<file path="config.mk">
export PLATFORM = sky130hd
export DESIGN_NAME = rh_note_highway
export DESIGN_NICKNAME = d
export VERILOG_FILES = /design/src/rtl/rh_note_highway.sv
export SDC_FILE = /design/constraint.sdc
export NUM_CORES = 1
export LEC_CHECK = 0
export ABC_AREA = 1
export CAP_MARGIN = 40
export CORE_MARGIN = 1.5
export CORE_UTILIZATION = 35
export CTS_BUF_LIST = sky130_fd_sc_hd__clkbuf_16
export CTS_CLUSTER_SIZE = 12
export DETAILED_ROUTE_END_ITERATION = 6
export PLACE_DENSITY = 0.5
export SLEW_MARGIN = 20
export SYNTH_ARGS = -nofsm -noshare
export SYNTH_HDL_FRONTEND = slang
export SYNTH_SLANG_ARGS = --single-unit
</file>
<file path="constraint.sdc">
create_clock -name vclock -period 5.75 [get_ports vclock]
set_clock_uncertainty 0.1 [all_clocks]
set_input_delay 0.8625 -clock vclock [delete_from_list [all_inputs] [get_ports vclock]]
set_output_delay 0.8625 -clock vclock [all_outputs]
set_load 0.01 [all_outputs]
</file>
<file path="src/rtl/rh_note_highway.sv">
// Scrolling note highway: ring-buffered note stream, tempo-driven scroll,
// two-stage pixel pipeline with matching delayed raster syncs.
module rh_note_highway #(
   parameter int          NSLOTS        = 16,
   parameter int          NOTE_W_LOG2   = 6,
   parameter int          NOTE_HEIGHT   = 24,
   parameter int          LANE_PITCH    = 32,
   parameter int          FIRST_LANE_Y  = 550,
   parameter int          ACTION_X      = 72,
   parameter int          DEFAULT_TEMPO = 32_500_000,
   parameter logic [23:0] NOTE_COLOR    = 24'hFFFFFF,
   parameter logic [23:0] SHARP_COLOR   = 24'h5555FF,
   parameter logic [23:0] HIGH_COLOR    = 24'h00DD00,
   parameter logic [23:0] HIT_COLOR     = 24'hFFFF00
) (
   input  logic        vclock,
   input  logic        reset,
   input  logic [3:0]  note_in,
   input  logic        note_valid,
   output logic        note_ready,
   input  logic [25:0] tempo,
   input  logic        tempo_load,
   input  logic        pause,
   input  logic        playing_correct,
   input  logic [10:0] hcount,
   input  logic [9:0]  vcount,
   input  logic        hsync,
   input  logic        vsync,
   input  logic        blank,
   output logic        phsync,
   output logic        pvsync,
   output logic        pblank,
   output logic [23:0] pixel,
   output logic [3:0]  head_note,
   output logic        beat,
   output logic        underflow
);

   localparam int PW = $clog2(NSLOTS);
   localparam int CW = PW + 1;
   localparam int OW = NOTE_W_LOG2;
   localparam logic [25:0] DEF_RAW = 26'(DEFAULT_TEMPO >> NOTE_W_LOG2);
   localparam logic [25:0] DEF_PER = (DEF_RAW == 26'd0) ? 26'd1 : DEF_RAW;

   logic [3:0]    buf_q [NSLOTS];
   logic [PW-1:0] wr_ptr_q, wr_ptr_d, rd_ptr_q, rd_ptr_d;
   logic [CW-1:0] count_q, count_d;
   logic [OW-1:0] offset_q, offset_d, disp_q, disp_d;
   logic [25:0]   step_cnt_q, step_cnt_d, step_per_q, step_per_d;
   logic          beat_q, unf_q, unf_d;
   logic          push, step, wrap, pop;
   logic [25:0]   load_per;

   assign note_ready = count_q < CW'(NSLOTS);
   assign push       = note_valid && note_ready;
   assign step       = !tempo_load && !pause && (step_cnt_q == step_per_q - 26'd1);
   assign wrap       = step && (offset_q == {OW{1'b1}});
   assign pop        = wrap && (count_q != '0);
   assign load_per   = tempo >> NOTE_W_LOG2;
   assign head_note  = (count_q != '0) ? buf_q[rd_ptr_q] : 4'd0;
   assign beat       = beat_q;
   assign underflow  = unf_q;

   always_comb begin
      wr_ptr_d   = push ? wr_ptr_q + 1'b1 : wr_ptr_q;
      rd_ptr_d   = pop ? rd_ptr_q + 1'b1 : rd_ptr_q;
      count_d    = count_q + CW'(push) - CW'(pop);
      unf_d      = unf_q | (wrap && (count_q == '0));
      step_per_d = step_per_q;
      step_cnt_d = step_cnt_q;
      offset_d   = offset_q;
      disp_d     = ((hcount == 11'd0) && (vcount == 10'd0)) ? offset_q : disp_q;
      // A tempo change restarts the beat from scratch and suppresses any step
      if (tempo_load) begin
         step_per_d = (load_per == 26'd0) ? 26'd1 : load_per;
         step_cnt_d = '0;
         offset_d   = '0;
      end else if (!pause) begin
         step_cnt_d = step ? 26'd0 : step_cnt_q + 26'd1;
         offset_d   = step ? offset_q + 1'b1 : offset_q;
      end
   end

   always_ff @(posedge vclock) begin
      if (push) buf_q[wr_ptr_q] <= note_in;
   end

   always_ff @(posedge vclock or posedge reset) begin
      if (reset) begin
         wr_ptr_q   <= '0;
         rd_ptr_q   <= '0;
         count_q    <= '0;
         offset_q   <= '0;
         disp_q     <= '0;
         step_cnt_q <= '0;
         step_per_q <= DEF_PER;
         beat_q     <= 1'b0;
         unf_q      <= 1'b0;
      end else begin
         wr_ptr_q   <= wr_ptr_d;
         rd_ptr_q   <= rd_ptr_d;
         count_q    <= count_d;
         offset_q   <= offset_d;
         disp_q     <= disp_d;
         step_cnt_q <= step_cnt_d;
         step_per_q <= step_per_d;
         beat_q     <= wrap;
         unf_q      <= unf_d;
      end
   end

   logic [11:0]   rel, slot_full;
   logic          inx_d, act_d;
   logic [PW-1:0] slot_q;
   logic          inx_q, act_q, hs1_q, vs1_q, bl1_q;
   logic [9:0]    vc1_q;

   assign rel       = {1'b0, hcount} - 12'(ACTION_X) + 12'(disp_q);
   assign slot_full = rel >> NOTE_W_LOG2;
   assign inx_d     = (hcount > 11'(ACTION_X)) && (slot_full < 12'(NSLOTS));
   assign act_d     = (hcount == 11'(ACTION_X)) && (vcount >= 10'(FIRST_LANE_Y));

   always_ff @(posedge vclock or posedge reset) begin
      if (reset) begin
         slot_q <= '0;
         inx_q  <= 1'b0;
         act_q  <= 1'b0;
         vc1_q  <= '0;
         hs1_q  <= 1'b0;
         vs1_q  <= 1'b0;
         bl1_q  <= 1'b0;
      end else begin
         slot_q <= slot_full[PW-1:0];
         inx_q  <= inx_d;
         act_q  <= act_d;
         vc1_q  <= vcount;
         hs1_q  <= hsync;
         vs1_q  <= vsync;
         bl1_q  <= blank;
      end
   end

   logic [PW-1:0] idx;
   logic [3:0]    code;
   logic [2:0]    lane;
   logic [10:0]   lane_y, vc11;
   logic [23:0]   col, pix_d;
   logic          in_y;

   assign idx  = rd_ptr_q + slot_q;
   assign code = ({1'b0, slot_q} < count_q) ? buf_q[idx] : 4'd0;
   assign vc11 = {1'b0, vc1_q};

   always_comb begin
      lane = 3'd0;
      col  = NOTE_COLOR;
      unique case (code)
         4'd1, 4'd2:   lane = 3'd6;
         4'd3, 4'd4:   lane = 3'd5;
         4'd5:         lane = 3'd4;
         4'd6, 4'd7:   lane = 3'd3;
         4'd8, 4'd9:   lane = 3'd2;
         4'd10, 4'd11: lane = 3'd1;
         4'd13:        lane = 3'd6;
         default:      lane = 3'd0;
      endcase
      unique case (code)
         4'd0:                             col = 24'h0;
         4'd2, 4'd4, 4'd7, 4'd9, 4'd11:    col = SHARP_COLOR;
         4'd13:                            col = HIGH_COLOR;
         default:                          col = NOTE_COLOR;
      endcase
      if ((slot_q == '0) && playing_correct && (code != 4'd0)) col = HIT_COLOR;
      lane_y = 11'(FIRST_LANE_Y) + 11'(LANE_PITCH) * {8'd0, lane};
      in_y   = (vc11 >= lane_y) && (vc11 < lane_y + 11'(NOTE_HEIGHT));
      pix_d  = ((inx_q && in_y) ? col : 24'h0) | {24{act_q}};
      if (bl1_q) pix_d = 24'h0;
   end

   always_ff @(posedge vclock or posedge reset) begin
      if (reset) begin
         pixel  <= '0;
         phsync <= 1'b0;
         pvsync <= 1'b0;
         pblank <= 1'b0;
      end else begin
         pixel  <= pix_d;
         phsync <= hs1_q;
         pvsync <= vs1_q;
         pblank <= bl1_q;
      end
   end

endmodule

</file>
======== Yosys cells after proc, flatten, opt, wreduce, memory -nomap -nowiden ========
Memory sizes are Yosys's and may differ from the RTL's.
Cells that the tools add are included.
word-level totals
  input bits .............................. 60
  memories ................................ 2
  output and inout bits ................... 34
  ROM bits ................................ 48
  bits in registers ....................... 125
  bits in writable memories ............... 64
memories
  name             words  width  rd ports  clocked after memory_dff  write ports  RTL line  source
  buf_q            16     4      2         0                         1            45        logic [3:0] buf_q [NSLOTS];
  (no name shown)  16     3      1         0                         0            157       unique case (code)
operators by class
  reduce and logical (&&, ||, !) cells .... 26
  add/subtract/negate cells ............... 12
  bitwise operators ....................... 2
  equal/unequal tests ..................... 10
  muxes and demuxes ....................... 15
  $lt $le $gt $ge ......................... 7
operator list
  kind                   number
  $mux 26                3
  $mux 24                3
  $pmux 24 s3            1
  $add 26x1->26 const B  1
  $eq 26x26->1           1
  $logic_not 26->1       1
  $sub 26x1->26 const B  1
  $or 24x24->24          1
  $mux 20                1
  $mux 6                 3
  $logic_and 1x1->1      13
  $add 12x6->12          1
  $eq 4x4->1 const B     3
  $sub 11x7->12 const B  1
  $add 10x8->11 const A  1
  $add 11x5->11 const B  1
  $eq 11x7->1 const B    1
  $ge 10x11->1           1
  $gt 11x7->1 const B    1
  $logic_not 11->1       1
  $lt 10x11->1           1
  $ge 10x10->1 const B   1
  $logic_not 10->1       1
  $add 4x1->4 const B    2
  other kinds (22)       27

======== Logic depth before layout (Yosys ltp) ========
An unclocked memory read counts as a cell.
  depth in word-level cells ............... 12
  depth in mapped cells ................... 26
  mapped depth without buffers ............ 26

======== Least setup slack after synthesis ========
No wires, ideal clock.
  kind .................................... reg-to-reg
  start point ............................. register rd_ptr_q[0]
  end point ............................... register pixel[22]
  buffers on the path ..................... 2
  clock period less this slack ............ 4.298 ns
  required time ........................... 5.580 ns
  setup slack ............................. 1.452 ns
  cell stages (with the launch flop) ...... 22
  library setup time ...................... 0.070 ns
  arrival ................................. 4.128 ns
  cell sequence ........................... dfrtp_1 > ha_1 > fa_1 > clkbuf_1 > clkbuf_1 > nand3_1 > o21ai_0 > nand2_1 > nand2_1 > nand2_1 > nand3_1 > inv_1 > ha_1 > or2_2 > a21oi_1 > ha_1 > xor2_1 > ha_1 > nand3b_1 > nor4_1 > o21ai_0 > nand3_1
between the ends
  longest elaborated chain between the ends .. 12
ends and longest elaborated chain
  what                    RTL line  source
  from (decl)             46        logic [PW-1:0] wr_ptr_q, wr_ptr_d, rd_ptr_q, rd_ptr_d;
  from (signal assigned)  101       rd_ptr_q <= rd_ptr_d;
  $add 4x4->4 (*)         150       assign idx = rd_ptr_q + slot_q;
  $mem_v2 16x4 (*)        n/a
  $mux 4 (*)              151       assign code = ({1'b0, slot_q} < count_q) ? buf_q[idx] : 4'd0;
  $mem_v2 16x3            n/a
  $add 10x8->11           174       lane_y = 11'(FIRST_LANE_Y) + 11'(LANE_PITCH) * {8'd0, lane};
  $add 11x5->11           175       in_y = (vc11 >= lane_y) && (vc11 < lane_y + 11'(NOTE_HEIGHT));
  $lt 10x11->1            175
  $logic_and 1x1->1       175
  $logic_and 1x1->1       176       pix_d = ((inx_q && in_y) ? col : 24'h0) | {24{act_q}};
  $mux 24 (*)             176
  $or 24x24->24 (*)       176
  $mux 24 (*)             177       if (bl1_q) pix_d = 24'h0;
  to (signal assigned)    187       pixel <= pix_d;
  to (decl)               33        output logic [23:0] pixel,
Mark *: on every way between the ends. The rest lies on a longest branch, timed or not.
A chain may end at the register's enable or synchronous reset.

======== Worst setup path in the final report ========
  start point ............................. register slot_q[0]
  end point ............................... register pixel[22]
between the ends
  longest elaborated chain between the ends .. 12
ends and longest elaborated chain
  what                    RTL line  source
  from (decl)             114       logic [PW-1:0] slot_q;
  from (signal assigned)  133       slot_q <= slot_full[PW-1:0];
  $add 4x4->4             150
  $mem_v2 16x4            n/a
  $mux 4                  151
  $mem_v2 16x3            n/a
  $add 10x8->11           174
  $add 11x5->11           175
  $lt 10x11->1            175
  $logic_and 1x1->1       175
  $logic_and 1x1->1       176
  $mux 24 (*)             176
  $or 24x24->24 (*)       176
  $mux 24 (*)             177
Marks and branches as above.

==> results.sh <==
export IMPL_cts_max_level=4
export IMPL_vias=8245
export IMPL_ctsResizeCount=0
export IMPL_cts_tree="built"
export IMPL_die_h_um=172.5
export IMPL_cts_clk_slew_worst_paths_ns=0.07
export IMPL_multi_input_area_mm2=0.004816
export IMPL_post_cts_setup_buffer_count=0
export IMPL_synth_cells_most_frequent="nand2_1, inv_1, nor2_1"
export IMPL_routabilityCongestion=0.8587
export IMPL_area_growth_syn_to_layout_pct=17.46
export IMPL_crit_chain="ha_1 -> fa_1 -> inv_1 -> a21oi_1 -> o21ai_0 -> o21ai_0 -> nand2_1 -> nand2_1 -> nand2_1 -> nand3_1 -> inv_1 -> ha_1 -> or2_2 -> a21oi_1 -> ha_1 -> xor2_1 -> ha_1 -> nand3b_1 -> nor4_1 -> nand2_1 -> nand3_1"
export IMPL_overflow=0
export IMPL_core_area_mm2=0.02801
export IMPL_crit_path_start_kind="register"
export IMPL_yosysTopAreaCellShare_pct=21.41
export IMPL_rsz0062_at_grt="no"
export IMPL_regArea_mm2=0.004415
export IMPL_antenna_cells=0
export IMPL_syn_area_mm2=0.01005
export IMPL_ir_drop_v=0.0001968
export IMPL_clock_latency_ns=0.43
export IMPL_die_x_um=172.5
export IMPL_portBuffers=87
export IMPL_drtIter0Drc=464
export IMPL_synth_edff_count=64
export IMPL_slew_viol_final=0
export IMPL_dp_hpwl_um=19030
export IMPL_avgViaCountPerCell=4.861
export IMPL_grt_pass1_wl_um=41140
export IMPL_fmax_mhz=195.7
export IMPL_postSynthCellCount=1239
export IMPL_synthTopCellsByArea="dfrtp_1, edfxtp_1, nand2_1"
export IMPL_cp_end_kind="register"
export IMPL_hold_violations=0
export IMPL_synth_largest_area_cell="dfrtp_1"
export IMPL_setup_viol=0
export IMPL_fin_setup_tns_ns=0
export IMPL_grt_antenna_before_repair=0
export IMPL_avgSynthCellArea_um2=8.113
export IMPL_fin_crit_sh_pct=88.86
export IMPL_placementRows=61
export IMPL_slowest_delay_ns=0.81
export IMPL_crit_type="register to register"
export IMPL_worstHoldPathType="register to register"
export IMPL_power_mw=2.955
export IMPL_initial_core_util_pct=35.89
export IMPL_run_status="complete, no violations"
export IMPL_period_minus_slack_ns=5.109
export IMPL_grt_max_degree=66
export IMPL_crit_slowest_cell="fa_1"
export IMPL_die_area_mm2=0.02975
export IMPL_grt_pass1_vias=7906
export IMPL_synth_flop_cell="dfrtp_1"
export IMPL_ys_seq_area_share_pct=43.93
export IMPL_max_slew_margin_pct=49.53
export IMPL_wl_um=25400
export IMPL_wl_per_cell_um=14.97
export IMPL_cp_required_ns=6.01
export IMPL_ant_nets=0
export IMPL_arrival_ns=5.37
export IMPL_clock_sinks=163
export IMPL_root_buffer="clkbuf_16"
export IMPL_path_buf_inv=2
export IMPL_p_leak_nw=5.099
export IMPL_fin_util_pct=42.15
export IMPL_tightestPinTransition_ns=0.7547
export IMPL_layout_drive_gt1_share_pct=7.739
export IMPL_grt_use_total_pct=18.02
export IMPL_drc=0
export IMPL_fill_cells=2876
export IMPL_max_cap_violations=0
export IMPL_ys_warn_count=0
export IMPL_clk_path_buf_depth=2
export IMPL_numCtsBuffers=17
export IMPL_ctsHoldBuffers=0
export IMPL_yosysMostFrequentCell="nand2_1"
export IMPL_power_density_mw_per_mm2=250.3
export IMPL_io_pins=94
export IMPL_ys_ff_latch=163
export IMPL_cpLargestDelayFamily="adder cells"
export IMPL_first_pass_iters=5
export IMPL_postSynth_asyncResetShare_pct=60.74
export IMPL_syn_nets=1349
export IMPL_fin_nets=1415
export IMPL_path_max_fanout=13
export IMPL_yosys_cell_types_count=48
[cell type report]
cell class / count / area share [%]
Sequential cell: 163 / 37.40
Timing Repair Buffer: 97 / 8.287
Clock buffer: 17 / 3.603
Inverter: 140 / 4.472
Clock inverter: 15 / 1.452
Multi-Input combinational cell: 886 / 40.79
Tap cell: 378 / 4.006
[final timing paths]
check	slack, ns	startpoint	endpoint	cells past startpoint
min in group asynchronous	0.66	reset	disp_q[0]	2
max reg2reg	0.64	slot_q[0]	pixel[22]	21
max	0.64	slot_q[0]	pixel[22]	21
min	0.26	vs1_q	pvsync	0
min reg2reg	0.26	vs1_q	pvsync	0
max in group asynchronous	3.82	reset	step_per_q[2]	4
[logic make-up after synthesis]
| group | Yosys count | share of synthesized area, % |
|---|---|---|
| flip-flops | 163 | 43.93 |
| AND/OR/NAND/NOR | 627 | 28.11 |
| buffers and inverters | 190 | 8.165 |
| XOR/XNOR | 56 | 5.091 |
| adder cells (fa/ha/maj) | 50 | 6.373 |
| multiplexers | 2 | 0.2240 |
| AO/OA/AOI/OAI | 151 | 8.116 |
[metal layers]
layer | vias up | global-route usage, % | share of wire [%]
met5 | - | 0 | 0
met4 | 0 | 5.747 | 1.9
met3 | 30 | 2.586 | 3.3
met2 | 169 | 31.07 | 49
met1 | 3851 | 23.21 | 46
li1 | 4195 | - | -
[state kept, by name (all words and copies together), names as in the netlist, 4 cells and up]
| name | flops |
|---|---|
| count_q | 5 |
| buf_q | 64 |
| disp_q | 6 |
| offset_q | 6 |
| step_cnt_q | 26 |
| vc1_q | 9 |
| wr_ptr_q | 4 |
| pixel | 5 |
| rd_ptr_q | 4 |
| slot_q | 4 |
| step_per_q | 20 |
[power by group]
part / switching [mW] / internal [mW] / total [mW]
clock: 0.513 / 0.655 / 1.17
combinational: 0.326 / 0.192 / 0.517
sequential: 0.0286 / 1.24 / 1.27
total: 0.868 / 2.09 / 2.96
[layout by cell type (no fill, tap or decap), drive strengths merged, types with 3 or more instances in the layout]
master         count
nor4              15
nand3b             6
ha                48
a21oi             47
inv              146
dfrtp             86
nor2             150
clkinv             6
clkbuf            17
xnor2             10
buf               10
or2                6
nand3             89
o221ai             3
clkdlybuf4s50     87
o21ai             83
edfxtp            64
o211ai            11
dfstp             13
nand4             31
nand2            310
nor3              17
xor2              45
[worst reg2reg max path, delay by kind of cell (launching register included)]
family,cells,cell delay (ns)
buf+inv,2,0.37
compound gates,4,0.59
fa+ha+maj,5,1.81
flops,1,0.42
xor+xnor,1,0.07
simple gates,9,1.69
[per-stage QoR]
stage	worst slack (ns)	instances	instance area (um^2)	hold WS, ns
floorplan	1.452	1239	10050	0.2312
global placement	0.6205	1661	11160	0.2341
detailed placement	0.6307	1663	11190	0.2489
CTS	0.6085	1695	11790	0.2655
global route	0.02312	1696	11810	0.2775
finish	0.6408	1696	11810	0.2588
Note: power is estimated with default switching activity, not from simulation.
